$ cat src/rtl/decode_pkg.sv
`default_nettype none
// ============================================================================
// Module : decode_pkg
// Brief  : Opcodes, instruction field positions and control decode for decode_stage.
// Rev    : 1.0
// ============================================================================
package decode_pkg;

    localparam int c_HAZ_DEPTH = 3;
    localparam int c_CNT_W     = 16;

    localparam logic [5:0] c_OP_ALU_R = 6'h00;
    localparam logic [5:0] c_OP_ALU_I = 6'h01;
    localparam logic [5:0] c_OP_LOAD  = 6'h02;
    localparam logic [5:0] c_OP_STORE = 6'h03;
    localparam logic [5:0] c_OP_NOP   = 6'h3F;

    localparam int c_OPC_LSB = 26;
    localparam int c_RD_LSB  = 21;
    localparam int c_RS1_LSB = 16;
    localparam int c_RS2_LSB = 11;
    localparam int c_IMM_LSB = 0;

    typedef struct packed {
        logic legal;
        logic write_en;
        logic use_rs1;
        logic use_src2;
        logic use_imm;
        logic src2_is_rd;
    } ctrl_t;

    function automatic ctrl_t decode_ctrl(input logic [5:0] opcode);
        ctrl_t c;
        c = '0;
        case (opcode)
            c_OP_ALU_R: begin
                c.legal = 1'b1; c.write_en = 1'b1; c.use_rs1 = 1'b1; c.use_src2 = 1'b1;
            end
            c_OP_ALU_I, c_OP_LOAD: begin
                c.legal = 1'b1; c.write_en = 1'b1; c.use_rs1 = 1'b1; c.use_imm = 1'b1;
            end
            // Store data comes from the rd field, read through the second port.
            c_OP_STORE: begin
                c.legal = 1'b1; c.use_rs1 = 1'b1; c.use_src2 = 1'b1;
                c.use_imm = 1'b1; c.src2_is_rd = 1'b1;
            end
            c_OP_NOP: c.legal = 1'b1;
            default:  c = '0;
        endcase
        return c;
    endfunction

    function automatic logic [31:0] sext16(input logic [15:0] v);
        return {{16{v[15]}}, v};
    endfunction

endpackage
`default_nettype wire

$ cat src/rtl/hazard_scoreboard.sv
`default_nettype none
// ============================================================================
// Module : hazard_scoreboard
// Brief  : Write-pending shift register; flags reads of registers still in flight.
// Rev    : 1.0
// ============================================================================
module hazard_scoreboard
    import decode_pkg::*;
#(
    parameter int HAZ_DEPTH = c_HAZ_DEPTH
) (
    input  logic       clk,
    input  logic       reset,
    input  logic       push,
    input  logic [4:0] push_rd,
    input  logic [4:0] src1,
    input  logic [4:0] src2,
    input  logic       use1,
    input  logic       use2,
    output logic       hazard
);

    logic                 r_valid [HAZ_DEPTH];
    logic [4:0]           r_rd    [HAZ_DEPTH];
    logic [HAZ_DEPTH-1:0] w_hit;

    always_ff @(posedge clk or posedge reset) begin
        if (reset) begin
            for (int i = 0; i < HAZ_DEPTH; i++) begin
                r_valid[i] <= 1'b0;
                r_rd[i]    <= '0;
            end
        end else begin
            r_valid[0] <= push;
            r_rd[0]    <= push_rd;
            for (int i = 1; i < HAZ_DEPTH; i++) begin
                r_valid[i] <= r_valid[i-1];
                r_rd[i]    <= r_rd[i-1];
            end
        end
    end

    // Compare against current entries only; an entry leaving this edge still blocks.
    for (genvar g = 0; g < HAZ_DEPTH; g++) begin : g_cmp
        assign w_hit[g] = r_valid[g] &
                          ((use1 & (r_rd[g] == src1)) | (use2 & (r_rd[g] == src2)));
    end

    assign hazard = |w_hit;

endmodule
`default_nettype wire

$ cat src/rtl/decode_stage.sv
`default_nettype none
// ============================================================================
// Module : decode_stage
// Brief  : Field decode, regfile address drive, ex_* registers, RAW stall and stall counter.
// Rev    : 1.0
// ============================================================================
module decode_stage
    import decode_pkg::*;
#(
    parameter int HAZ_DEPTH = c_HAZ_DEPTH,
    parameter int CNT_W     = c_CNT_W
) (
    input  logic             clk,
    input  logic             reset,
    input  logic [31:0]      instr_in,
    input  logic             in_valid,
    output logic             in_ready,
    input  logic             flush,
    output logic [4:0]       r1_add,
    output logic [4:0]       r2_add,
    output logic             ex_valid,
    output logic [5:0]       ex_opcode,
    output logic [4:0]       ex_rd,
    output logic [31:0]      ex_imm,
    output logic             ex_use_imm,
    output logic             ex_write_en,
    output logic             ex_illegal,
    output logic [CNT_W-1:0] stall_count
);

    logic [5:0]       w_opcode;
    logic [4:0]       w_rd;
    logic [4:0]       w_rs1;
    logic [4:0]       w_rs2;
    logic [15:0]      w_imm16;
    ctrl_t            w_ctrl;
    logic             w_sb_hit;
    logic             w_hazard;
    logic             w_accept;
    logic             w_stall_cycle;

    logic             r_ex_valid;
    logic [5:0]       r_ex_opcode;
    logic [4:0]       r_ex_rd;
    logic [31:0]      r_ex_imm;
    logic             r_ex_use_imm;
    logic             r_ex_write_en;
    logic             r_ex_illegal;
    logic [CNT_W-1:0] r_stall_count;

    assign w_opcode = instr_in[c_OPC_LSB +: 6];
    assign w_rd     = instr_in[c_RD_LSB  +: 5];
    assign w_rs1    = instr_in[c_RS1_LSB +: 5];
    assign w_rs2    = instr_in[c_RS2_LSB +: 5];
    assign w_imm16  = instr_in[c_IMM_LSB +: 16];
    assign w_ctrl   = decode_ctrl(w_opcode);

    assign r1_add = w_rs1;
    assign r2_add = w_ctrl.src2_is_rd ? w_rd : w_rs2;

    hazard_scoreboard #(
        .HAZ_DEPTH (HAZ_DEPTH)
    ) u_scoreboard (
        .clk     (clk),
        .reset   (reset),
        .push    (w_accept & w_ctrl.write_en),
        .push_rd (w_rd),
        .src1    (r1_add),
        .src2    (r2_add),
        .use1    (w_ctrl.use_rs1),
        .use2    (w_ctrl.use_src2),
        .hazard  (w_sb_hit)
    );

    // Flush overrides a stall so fetch can advance past the killed instruction.
    assign w_hazard      = in_valid & w_sb_hit;
    assign in_ready      = ~w_hazard | flush;
    assign w_accept      = in_valid & in_ready & ~flush;
    assign w_stall_cycle = w_hazard & ~flush;

    always_ff @(posedge clk or posedge reset) begin
        if (reset) begin
            r_ex_valid    <= 1'b0;
            r_ex_opcode   <= '0;
            r_ex_rd       <= '0;
            r_ex_imm      <= '0;
            r_ex_use_imm  <= 1'b0;
            r_ex_write_en <= 1'b0;
            r_ex_illegal  <= 1'b0;
        end else begin
            r_ex_valid    <= w_accept & w_ctrl.legal;
            r_ex_write_en <= w_accept & w_ctrl.write_en;
            r_ex_illegal  <= w_accept & ~w_ctrl.legal;
            if (w_accept & w_ctrl.legal) begin
                r_ex_opcode  <= w_opcode;
                r_ex_rd      <= w_rd;
                r_ex_imm     <= sext16(w_imm16);
                r_ex_use_imm <= w_ctrl.use_imm;
            end
        end
    end

    always_ff @(posedge clk or posedge reset) begin
        if (reset) begin
            r_stall_count <= '0;
        end else if (w_stall_cycle && (r_stall_count != {CNT_W{1'b1}})) begin
            r_stall_count <= r_stall_count + CNT_W'(1);
        end
    end

    assign ex_valid    = r_ex_valid;
    assign ex_opcode   = r_ex_opcode;
    assign ex_rd       = r_ex_rd;
    assign ex_imm      = r_ex_imm;
    assign ex_use_imm  = r_ex_use_imm;
    assign ex_write_en = r_ex_write_en;
    assign ex_illegal  = r_ex_illegal;
    assign stall_count = r_stall_count;

endmodule
`default_nettype wire

$ cat config.mk
export PLATFORM = sky130hd
export DESIGN_NAME = decode_stage
export DESIGN_NICKNAME = d
export VERILOG_FILES = /design/src/rtl/decode_pkg.sv /design/src/rtl/hazard_scoreboard.sv /design/src/rtl/decode_stage.sv
export SDC_FILE = /design/constraint.sdc
export NUM_CORES = 1
export LEC_CHECK = 0
export CAP_MARGIN = 15
export CORE_MARGIN = 1
export CORE_UTILIZATION = 46
export CTS_BUF_LIST = sky130_fd_sc_hd__clkbuf_16
export CTS_CLUSTER_SIZE = 24
export DETAILED_ROUTE_END_ITERATION = 16
export GPL_ROUTABILITY_DRIVEN = 0
export HOLD_SLACK_MARGIN = 0.15
export PLACE_DENSITY = 0.81
export REMOVE_ABC_BUFFERS = 1
export SETUP_SLACK_MARGIN = 0.2
export SYNTH_ARGS = -nofsm -noshare
export SYNTH_HDL_FRONTEND = slang
export SYNTH_SLANG_ARGS = --single-unit
$ cat constraint.sdc
create_clock -name clk -period 3.9 [get_ports clk]
set_clock_uncertainty 0.15 [all_clocks]
set_input_delay 0.78 -clock clk [delete_from_list [all_inputs] [get_ports clk]]
set_output_delay 0.78 -clock clk [all_outputs]
set_load 0.05 [all_outputs]
Yosys cells after proc, flatten, opt, wreduce, memory -nomap -nowiden
Index checks and enable logic that the tools add are counted.
{"block": "totals", "wordCells": 63, "output_inout_bits": 74, "input_bits": 36, "regBits": 64}
{"block": "op_classes", "n_reduce_logical": 8, "eq_ne": 11, "n_addsub": 1, "mux": 7, "n_bitwise": 23}
{"cell": "5-bit == test", "count": 6}
{"cell": "16-bit by 1-bit adder with 16-bit output, second input constant", "count": 1}
{"cell": "1-bit AND", "count": 16}
{"cell": "16-bit inequality test, second input constant", "count": 1}
{"cell": "6-bit by 2-bit == test with 1-bit output, second input constant", "count": 2}
{"cell": "3-bit OR reduction", "count": 3}
{"cell": "6-bit by 1-bit == test with 1-bit output, second input constant", "count": 1}
{"cell": "6-bit == test, second input constant", "count": 1}
{"cell": "6-bit logical NOT", "count": 1}
{"cell": "1-bit two-way mux", "count": 6}
{"cell": "5-bit two-way mux", "count": 1}
{"cell": "5-bit OR reduction", "count": 1}
{"cell": "1-bit OR", "count": 4}
{"cell": "4-bit OR reduction", "count": 1}
{"cell": "1-bit inverter", "count": 3}
{"cell": "2-bit OR reduction", "count": 1}
{"cell": "1-bit logical AND", "count": 1}

Depth between registers and ports, before layout
Gate-level depths: netlist of run 1.
{"block": "logic_depth", "word_depth": 14, "mapped_depth": 10, "ltp_nobuf": 8}

Hierarchy
From an unflattened synthesis of run 1, not the netlist that was laid out.
{"block": "hier_totals", "hier_cells": 241, "hier_area_um2": 3119.2}
{"mod": "decode_stage", "n_inst": 1, "area_per_inst_um2": 2311.0, "cells_per_inst": 177, "seq_area_each_um2": 1176.1}
{"mod": "hazard_scoreboard", "n_inst": 1, "area_per_inst_um2": 808.3, "cells_per_inst": 64, "seq_area_each_um2": 450.4}

Worst setup path after synthesis of run 1
Ideal clock, no wire load.
{"block": "synth_timing", "kind": "input -> output", "startpoint": "input port instr_in[31]", "endpoint": "output port in_ready", "path_buffers": 1, "required_ns": 2.970, "stages": 8, "arrival_time_ns": 3.649, "slack_ns": -0.679, "cell_sequence": "or4_4 > nor2_8 > mux2i_1 > a2bb2oi_1 > a41oi_2 > nand3_4 > clkbuf_1 > nand2_1"}
{"block": "synth_between", "elab_chain_cells": 11, "word_cells_on_any_way": 29, "cone_classes": "eq/ne (6); mux (4); bitwise (15); reduce/logical (4)"}
{"item": "from (decl)", "line": "decode_stage.sv:15", "text": "input logic [31:0] instr_in,"}
{"item": "6-bit by 2-bit == test with 1-bit output (*)", "line": "decode_pkg.sv:36", "text": "case (opcode)"}
{"item": "1-bit two-way mux (*)", "line": "decode_pkg.sv:36"}
{"item": "5-bit two-way mux (*)", "line": "decode_stage.sv:59", "text": "assign r2_add = w_ctrl.src2_is_rd ? w_rd : w_rs2;"}
{"item": "via r2_add[2]", "line": "decode_stage.sv:20", "text": "output logic [4:0] r2_add,"}
{"item": "5-bit == test", "line": "hazard_scoreboard.sv:46", "text": "((use1 & (r_rd[g] == src1)) | (use2 & (r_rd[g] == src2)));"}
{"item": "1-bit AND", "line": "hazard_scoreboard.sv:46"}
{"item": "1-bit OR", "line": "hazard_scoreboard.sv:46"}
{"item": "1-bit AND", "line": "hazard_scoreboard.sv:45", "text": "assign w_hit[g] = r_valid[g] &"}
{"item": "3-bit OR reduction (*)", "line": "hazard_scoreboard.sv:49", "text": "assign hazard = |w_hit;"}
{"item": "1-bit AND (*)", "line": "decode_stage.sv:76", "text": "assign w_hazard = in_valid & w_sb_hit;"}
{"item": "1-bit inverter (*)", "line": "decode_stage.sv:77", "text": "assign in_ready = ~w_hazard | flush;"}
{"item": "1-bit OR (*)", "line": "decode_stage.sv:77"}
{"item": "to (decl)", "line": "decode_stage.sv:17", "text": "output logic in_ready,"}
The timed path passes the listed nets; every way through them passes the cells marked *.

Worst setup path in the final report of run 1
{"block": "layout_timing", "startpoint": "input port instr_in[27]", "endpoint": "output port in_ready"}
{"block": "layout_between", "elab_chain_cells": 11, "word_cells_on_any_way": 29, "cone_classes": "eq/ne (6); mux (4); bitwise (15); reduce/logical (4)"}
{"item": "6-bit by 2-bit == test with 1-bit output", "line": "decode_pkg.sv:36"}
{"item": "1-bit two-way mux", "line": "decode_pkg.sv:36"}
{"item": "5-bit two-way mux", "line": "decode_stage.sv:59"}
{"item": "5-bit == test", "line": "hazard_scoreboard.sv:46"}
{"item": "1-bit AND", "line": "hazard_scoreboard.sv:46"}
{"item": "1-bit OR", "line": "hazard_scoreboard.sv:46"}
{"item": "1-bit AND", "line": "hazard_scoreboard.sv:45"}
{"item": "3-bit OR reduction (*)", "line": "hazard_scoreboard.sv:49"}
{"item": "1-bit AND (*)", "line": "decode_stage.sv:76"}
{"item": "1-bit inverter (*)", "line": "decode_stage.sv:77"}
{"item": "1-bit OR (*)", "line": "decode_stage.sv:77"}
Every way passes the cells marked *; elsewhere a longest branch is shown, timed or not.

==> impl_metrics.tcl, run 1 <==
set metrics [dict create \
    status "finished, final reports clean" \
    viasPerCell 5.24 \
    path_cells "clkdlybuf4s50_1, nand2_1, buf_4, a21oi_1, a21oi_1, a311oi_1, nand4_1, nand3_4, nand2_4, buf_12" \
    worst-slew-pin-transition_ns 0.958 \
    seq_area_mm2 0.00160 \
    antenna_left 0 \
    finalSetupViolations 0 \
    cts_made_buffers 9 \
    routedWlPerCell_um 16.5 \
    synth_edf_count 0 \
    synth-xor-area-share 0.116 \
    multi_input_area_mm2 0.00148 \
    crit_slowest_cell "clkdlybuf4s50_1" \
    min_period_over_period 0.947 \
    drc 0 \
    rsz0062_at_grt "true" \
    slew_headroom 0.361 \
    finalMaxSlewViolations 0 \
    num_vias 2587 \
    synth_top_family_by_area "simple AND/OR/NAND/NOR gates" \
    synth-main-ff-cell "dfrtp_1" \
    antenna_found_initial 0 \
    path_max_fanout 4 \
    hold_viol 0 \
    rows 30 \
    synth-simple-area-share 0.130 \
    dr.pass1.iters 4 \
    cp-endpoint "in_ready" \
    die_w_um 85.9 \
    synth-compound-area-share 0.0533 \
    max_clock_freq_mhz 271 \
    cts_sinks 64 \
    grt_pass1_wl_mm 13.3 \
    period_minus_slack_ns 3.69 \
    synth_area_leaders "dfrtp_1 49%, mux2_2 8.0%, xnor2_1 7.3%" \
    port_buffers 109 \
    cts_buffer_depth 2 \
    diodes 0 \
    cts_tree "done" \
    drv_cap 0 \
    final_cell_area_mm2 0.00481 \
    core-area_mm2 0.00679 \
    fillers 482 \
    worstSetupStartpoint "instr_in[27]" \
    cts.clk_slew.worst_paths_ns 0.05 \
    dieArea_mm2 0.00738 \
    crit_path_frequent_cell "a21oi_1" \
    synth_seq_cells 64 \
    io_pins 110 \
    grt_pass1_vias 2692 \
    synthAdderAreaFrac 0.00386 \
    max_stage_delay_ns 0.49 \
    h-tree-depth 3 \
    cts_root_buffer "clkbuf_16" \
    synth_top_area_share 0.495 \
    worst_setup_path_start_kind "primary input" \
    crit_arrival_ns 2.76 \
    ys_types 45 \
    hold_buffers 0 \
    drive_gt1_frac 0.236 \
    irDropWorstVdd_v 0.000291 \
    power.density_mw_per_mm2 490 \
    yosys_warnings 0 \
    hpwl_mm 5.85 \
    die_h_um 85.9 \
    nets 430 \
    grt_start_max_net_pins 48 \
    rrSetupSlack_ns 0.94 \
    critPathCaptureType "primary output" \
    syn2layout_area_growth_pct 48.4 \
    drt_iter0_drc 132 \
    crit_type "in2out" \
    synth_area_mm2 0.00324 \
    r2r_cells 10 \
    finalPower_mw 2.35 \
    wirelength_mm 8.14 \
    netlist_instances 275 \
    synth.avg_cell_area_um2 11.8 \
    reg2reg_from "u_scoreboard.r_rd[9]" \
    synth_common_cells "64 x dfrtp_1, 27 x xnor2_1, 23 x mux2_2" \
    synth_top_cell_by_area "dfrtp_1" \
    initial_core_util 0.477 \
    critPathRequiredTime_ns 2.97 \
    track_usage 0.237 \
    synthArstFlopShare 1.00 \
    clk_latency_ns 0.32 \
    r2r_end "ex_rd[4]" \
    synth_mux_area_frac 0.126 \
    hold_path_class "reg2reg" \
    leakage_nw 2.15 \
    gr-total-overflow 0 \
    yosysMostFrequentCell "dfrtp_1" \
    yosysSeqAreaShare 0.495 \
    place_area_mm2 0.00445 \
]
==> report_power, final <==
group | switching, mW | total, mW | leakage, nW | internal (mW)
Clock | 0.275 | 0.691 | 0.133 | 0.417
Combinational | 0.544 | 0.862 | 1.20 | 0.318
Sequential | 0.0590 | 0.801 | 0.820 | 0.742
==> cells in the final DEF, fill, tap and decap left out, types with 6 or more instances in the layout <==
cell type        count
nor3_1               6
clkbuf_16            9
nand4_1             13
mux2_2              20
clkdlybuf4s50_1     98
xor2_1              16
nand2_1             10
inv_1               13
mux2_4              11
nand3_1             15
nor2_1               7
buf_4               26
dfrtp_1             64
xnor2_1             26
==> per-layer routing <==
| layer | wire, µm | GRT usage |
|---|---|---|
| met5 | 0 | 0 |
| met4 | 201 | 0.120 |
| met3 | 504 | 0.0568 |
| met2 | 3990 | 0.382 |
| met1 | 3450 | 0.298 |
==> cell type report <==
cell class,instances,share of cell area
Sequential cell,64,0.333
Clock inverter,7,0.00625
Timing Repair Buffer,134,0.270
Inverter,13,0.0102
Multi-Input combinational cell,171,0.309
Tap cell,96,0.0250
Clock buffer,9,0.0469
==> worst max-delay path: cells and delay by family <==
| family | cells | cell delay [ns] |
|---|---|---|
| and+or+nand+nor | 4 | 0.55 |
| buffers and inverters | 3 | 0.84 |
| AOI/OAI and AO/OA | 3 | 0.59 |
==> flip-flops by register name, summed over array words and instances, names as in the netlist <==
| register | count |
|---|---|
| ex_imm | 16 |
| ex_opcode | 6 |
| ex_valid | 1 |
| u_scoreboard.r_rd | 15 |
| ex_use_imm | 1 |
| ex_illegal | 1 |
| u_scoreboard.r_valid | 3 |
| ex_rd | 5 |
| stall_count | 16 |
==> metrics by stage <==
step	cells	setup TNS [ns]	hold WS (ns)	setup WS [ns]	util
after floorplan	248	-51.19	0.216	-2.39	-
after global placement	476	-2.58	0.253	-0.113	0.655
after detailed placement	476	-4.61	0.255	-0.180	0.655
after CTS	493	0	0.276	0.200	0.698
after global routing	494	0	0.285	0.120	0.707
final	494	0	0.275	0.207	0.707
==> timing repair <==
action                     4_1_cts  5_1_grt
gates resized for setup         21       14
gates cloned                     0        0
buffers inserted                 1        1
pin swaps                        6        6
setup endpoints to repair       29        1
==> kinds of logic (layout without fill, tap and decap cells) <==
group | Yosys count | count (layout)
muxes | 34 | 34
buffers and inverters | 40 | 163
AOI/OAI and AO/OA | 22 | 22
and+or+nand+nor | 71 | 71
DFF | 64 | 64
adders and majority gates | 1 | 1
xor gates and xnor gates | 43 | 43
==> how the worst min path moves through the flow <==
| stage | from | endpoint | cells past startpoint | slack [ns] |
|---|---|---|---|---|
| after floorplan | u_scoreboard.r_valid[1] | u_scoreboard.r_valid[0] | 0 | 0.22 |
| after global routing | u_scoreboard.r_valid[1] | u_scoreboard.r_valid[0] | 0 | 0.28 |
| after CTS | u_scoreboard.r_valid[1] | u_scoreboard.r_valid[0] | 0 | 0.28 |
| final | u_scoreboard.r_valid[1] | u_scoreboard.r_valid[0] | 0 | 0.28 |
| after detailed placement | u_scoreboard.r_valid[1] | u_scoreboard.r_valid[0] | 0 | 0.25 |
| after global placement | u_scoreboard.r_valid[1] | u_scoreboard.r_valid[0] | 0 | 0.25 |
Power figures use the tool's default switching activity.
==> run 2: changes to the inputs <==
Settings changed: CAP_MARGIN 15 to 5.
==> results of run 2 <==
Final layout, timing and power as in run 1 (identical DEF).
==> run 3: changes to the inputs <==
Settings changed: TNS_END_PERCENT set to 1.
==> results of run 3 <==
Final layout, timing and power as in run 1 (identical DEF).
==> variant 1, RTL diff (settings of run 3) <==
Put one more register stage on the output `stall_count`, cleared by the reset. The value now appears one clock later. The other outputs are not delayed to match.
--- a/src/rtl/decode_stage.sv
+++ b/src/rtl/decode_stage.sv
@@ -117,3 +117,9 @@
     assign ex_illegal  = r_ex_illegal;
-    assign stall_count = r_stall_count;
+    always_ff @(posedge clk or posedge reset) begin
+        if (reset) begin
+            stall_count <= '0;
+        end else begin
+            stall_count <= r_stall_count;
+        end
+    end
 
Behaviour: not the same (a bounded check fails within 4 cycles, from zero or initial values and one cycle with reset high).
==> variant 1 against run 3 <==
The run now ends with negative setup slack left; area after synthesis rose by 19%; wire length rose by 19%; setup slack got worse by 0.28 ns; sequential cell count rose by 16; maximum frequency fell by 7.1%; cell count rose by 13%; core utilization fell by 0.23 points; final area rose by 16%; total power rose by 17%; register-to-register slack improved by 0.11 ns; die area rose by 18%; critical path type unchanged.
==> variant 1: results (changes against run 3) <==
* Status: finished with violations
* Failing checks: negative setup slack
* Final #Nets at 486 (+13%)
* Area delta synth->final at 44.6%
* CTS Buffer Depth at 2 (unchanged)
* Via count at 3053 (+18%)
* All-Layer GR Usage at 23.3% (-0.37 points)
* Synth cell count leaders: 80 x dfrtp_1, 21 x buf_4, 20 x xnor2_1, 19 x mux2_4, 19 x xor2_1
* Largest net degree at the start of global routing at 30 (-38%)
* Post-DP HPWL at 6940 um (+19%)
* Antenna cells at 0 (unchanged)
* Register area share after synthesis at 52.0% (+2.6 points)
* Wire per inst at 17.4 um (+5.6%)
* Lkg Pwr at 0.00245 uW (+14%)
* DP Worst Slack at -0.644 ns (-0.464 ns)
* Setup slack after layout at -0.0758 ns (-0.283 ns)
* Share of layout cells above drive strength 1 at 24.2% (+0.61 points)
* Synth cell types at 47 (+4.4%)
* WP data arrival at 3.05 ns (+0.29 ns)
* Setup TNS at -0.0758 ns (-0.0758 ns)
* VDD IR max at 347 uV (+20%)
* Slew headroom at 51.2% (+15 points)
* Drt pass-1 iters at 5 (+1)
* DR iter-0 viols at 160 (+21%)
* Synth area leaders: dfrtp_1 52%, mux2_4 7.4%, xnor2_1 4.6%
* Final setup vio count at 1 (+1)
* Yosys warning count at 0 (unchanged)
* First-pass GRT wire length at 15600 um (+17%)
## variant 1: path summary, 6_finish.rpt
kind	depth (start not counted)	startpoint	end	slack (ns)
max	11	instr_in[30]	in_ready	-0.08
min	0	r_stall_count[6]	stall_count[6]	0.28
max reg2reg	7	r_stall_count[5]	r_stall_count[1]	1.05
min reg2reg	0	r_stall_count[6]	stall_count[6]	0.28
max in group asynchronous	3	reset	u_scoreboard.r_rd[14]	2.25
min in group asynchronous	2	reset	stall_count[9]	0.62
## variant 1: per-stage QoR
stage	hold WS, ns	std cells	utilization (%)	area, um^2
floorplan	0.216	287	-	3600
global placement	0.247	539	65.6	5170
detailed placement	0.261	539	65.6	5170
CTS	0.276	556	70.2	5540
global route	0.290	556	70.5	5560
finish	0.281	556	70.5	5560
## variant 1: layout make-up
type / count / area (um^2)
Fill cell: 535 / 2330
Sequential cell: 80 / 2000
Multi-Input combinational cell: 193 / 1600
Timing Repair Buffer: 151 / 1460
Clock buffer: 9 / 225
Tap cell: 102 / 128
Clock inverter: 7 / 96.3
Inverter: 14 / 53.8
## variant 1: worst max-delay path: stages
cell and delay, ns:
buf_6 0.09, or4_4 0.58, nor2_8 0.18, nor3b_4 0.07
or4_1 0.54, a21oi_1 0.14, o2111ai_1 0.12, o311ai_1 0.11
buf_4 0.19, nand2_4 0.05, buf_12 0.18
## variant 1: cells by family after synthesis
logic type	Yosys count	share of synthesized area, %
XOR/XNOR	39	8.88
adder cells (fa/ha/maj)	1	0.325
flip-flops	80	52.0
AND/OR/NAND/NOR	91	13.7
AO/OA/AOI/OAI	30	6.18
multiplexers	32	11.1
buffers and inverters	44	7.80
## variant 1: timing repair
item | 4_1_cts | 5_1_grt
setup buffers | 1 | 0
gates resized for setup | 25 | 4
pin swaps | 5 | 1
endpoints found under the setup margin | 49 | 2
hold endpoints to repair | 0 | 0
## variant 1: power breakdown
group	internal [uW]	switching [uW]
combinational	337	555
sequential	907	60.3
clock	561	333
## variant 1: per-layer routing
layer / GRT usage, % / wire (um)
met1: 29.0 / 3970
met2: 38.4 / 4640
met3: 5.28 / 738
met4: 10.8 / 320
met5: 0 / 0
==> variant 2, RTL diff (flow settings as in run 3) <==
Made on the original files. Change the package constant `c_CNT_W` from 16 to 32.
--- a/src/rtl/decode_pkg.sv
+++ b/src/rtl/decode_pkg.sv
@@ -9,3 +9,3 @@
     localparam int c_HAZ_DEPTH = 3;
-    localparam int c_CNT_W     = 16;
+    localparam int c_CNT_W     = 32;
 
Interface: changed (resized stall_count); port bits go from 110 to 126. No check against the original RTL was run, so the function may have changed too.
==> variant 2 against run 3 <==
Setup slack improved by 0.073 ns; final area rose by 27%; sequential cell count rose by 16; largest cell class is now multi-input combinational cells; highest routed layer unchanged; first-iteration DRC count rose by 40%; cell count rose by 24%; largest power group is now sequential cells; wire length rose by 40%; area after synthesis rose by 33%; critical path depth fell by 2; total power rose by 11%.
==> variant 2: results (changes against run 3) <==
* Hold Crit Endpoint: u_scoreboard.r_valid[0]
* Status: complete, no violations
* Final #Nets at 538 (+25%)
* Share of layout cells above drive strength 1 at 23.6% (about the same)
* First-pass GRT wire length at 17900 um (+35%)
* Met3 WL at 879 um (+74%)
* Synth cell count leaders: 80 x dfrtp_1, 44 x xnor2_1, 22 x buf_4, 22 x nand2_1, 19 x mux2_4
* Wl on met1 at 4580 um (+33%)
* WP data arrival at 2.69 ns (-0.07 ns)
* VDD IR max at 231 uV (-20%)
* Mapped Cells at 366 (+33%)
* Via count at 3434 (+33%)
* Final WL at 11400 um (+40%)
* Lkg Pwr at 0.00256 uW (+19%)
* Worst reg2reg path depth at 8 (-2)
* Vias in the first global route at 3579 (+33%)
* Worst r2r src: stall_count[0]
* R2R setup slack at 1.09 ns (+0.15 ns)
* Via density at 5.61 (+7.1%)
* DR iter-0 viols at 185 (+40%)
* Largest net degree at the start of global routing at 43 (-10%)
* Inst Count DP at 595 (+25%)
* R2r endpoint: stall_count[21]
* Hold WS at 0.273 ns (-0.00199 ns)
* Synth area leaders: dfrtp_1 47%, xnor2_1 9.0%, mux2_4 6.6%
* Port Buffers at 125 (+15%)
* Drt pass-1 iters at 5 (+1)
* Register area share after synthesis at 46.6% (-2.8 points)
* All-Layer GR Usage at 23.7% (+0.053 points)
* Post-DP HPWL at 7800 um (+33%)
* Cell Area, Placed at 5650 um^2 (+27%)
* Met2 Wirelength at 5660 um (+42%)
-- variant 2: routing by layer --
| metal | vias to the layer above | track usage [%] |
|---|---|---|
| li1 | 1538 | - |
| met1 | 1688 | 29.3 |
| met2 | 174 | 39.3 |
| met3 | 34 | 6.31 |
| met4 | 0 | 10.3 |
| met5 | - | 0 |
-- variant 2: repair_timing --
| action | CTS | global route |
|---|---|---|
| gates cloned | 0 | 0 |
| gates resized for setup | 21 | 22 |
| pin swaps | 12 | 7 |
| buffers inserted | 3 | 0 |
| setup endpoints to repair | 1 | 1 |
-- variant 2: area by class of cell --
class,instances,area [um^2]
fill,631,2790
multi-input combinational,244,2150
sequential,80,2000
timing repair buffer,155,1530
clock buffer,9,225
tap,108,135
inverter,11,42.5
clock inverter,5,26.3
-- variant 2: worst max-delay path: stages --
cell and delay (ns):
clkdlybuf4s50_1 0.64, xnor2_1 0.18, o2111ai_1 0.16, a32oi_2 0.19
nand4_1 0.21, a41oi_4 0.31, inv_2 0.06, buf_8 0.15
-- variant 2: cell families (layout without fill, tap and decap cells) --
family,after synthesis,after routing,share of synthesized area (%)
fa+ha+maj,1,1,0.291
simple gates,126,126,18.9
buf+inv,42,180,6.97
xor+xnor,61,61,12.4
compound gates,27,27,5.54
mux,29,29,9.27
flops,80,80,46.6
-- variant 2: where the power goes --
group          internal (uW)  leakage, uW  switching [uW]
registers                907      0.00104            62.7
clock network            418     0.000124             321
logic                    332      0.00139             568
-- variant 2: worst max-delay path by stage --
stage                       from    endpoint  slack, ns  cells past startpoint
finish              instr_in[11]    in_ready       0.28                      8
global route        instr_in[16]    in_ready       0.19                      9
CTS                 instr_in[31]    in_ready       0.23                     11
detailed placement  instr_in[31]    in_ready      -0.05                      8
global placement    instr_in[31]    in_ready      -0.03                      8
floorplan             ex_imm[15]  ex_imm[15]      -2.39                      0
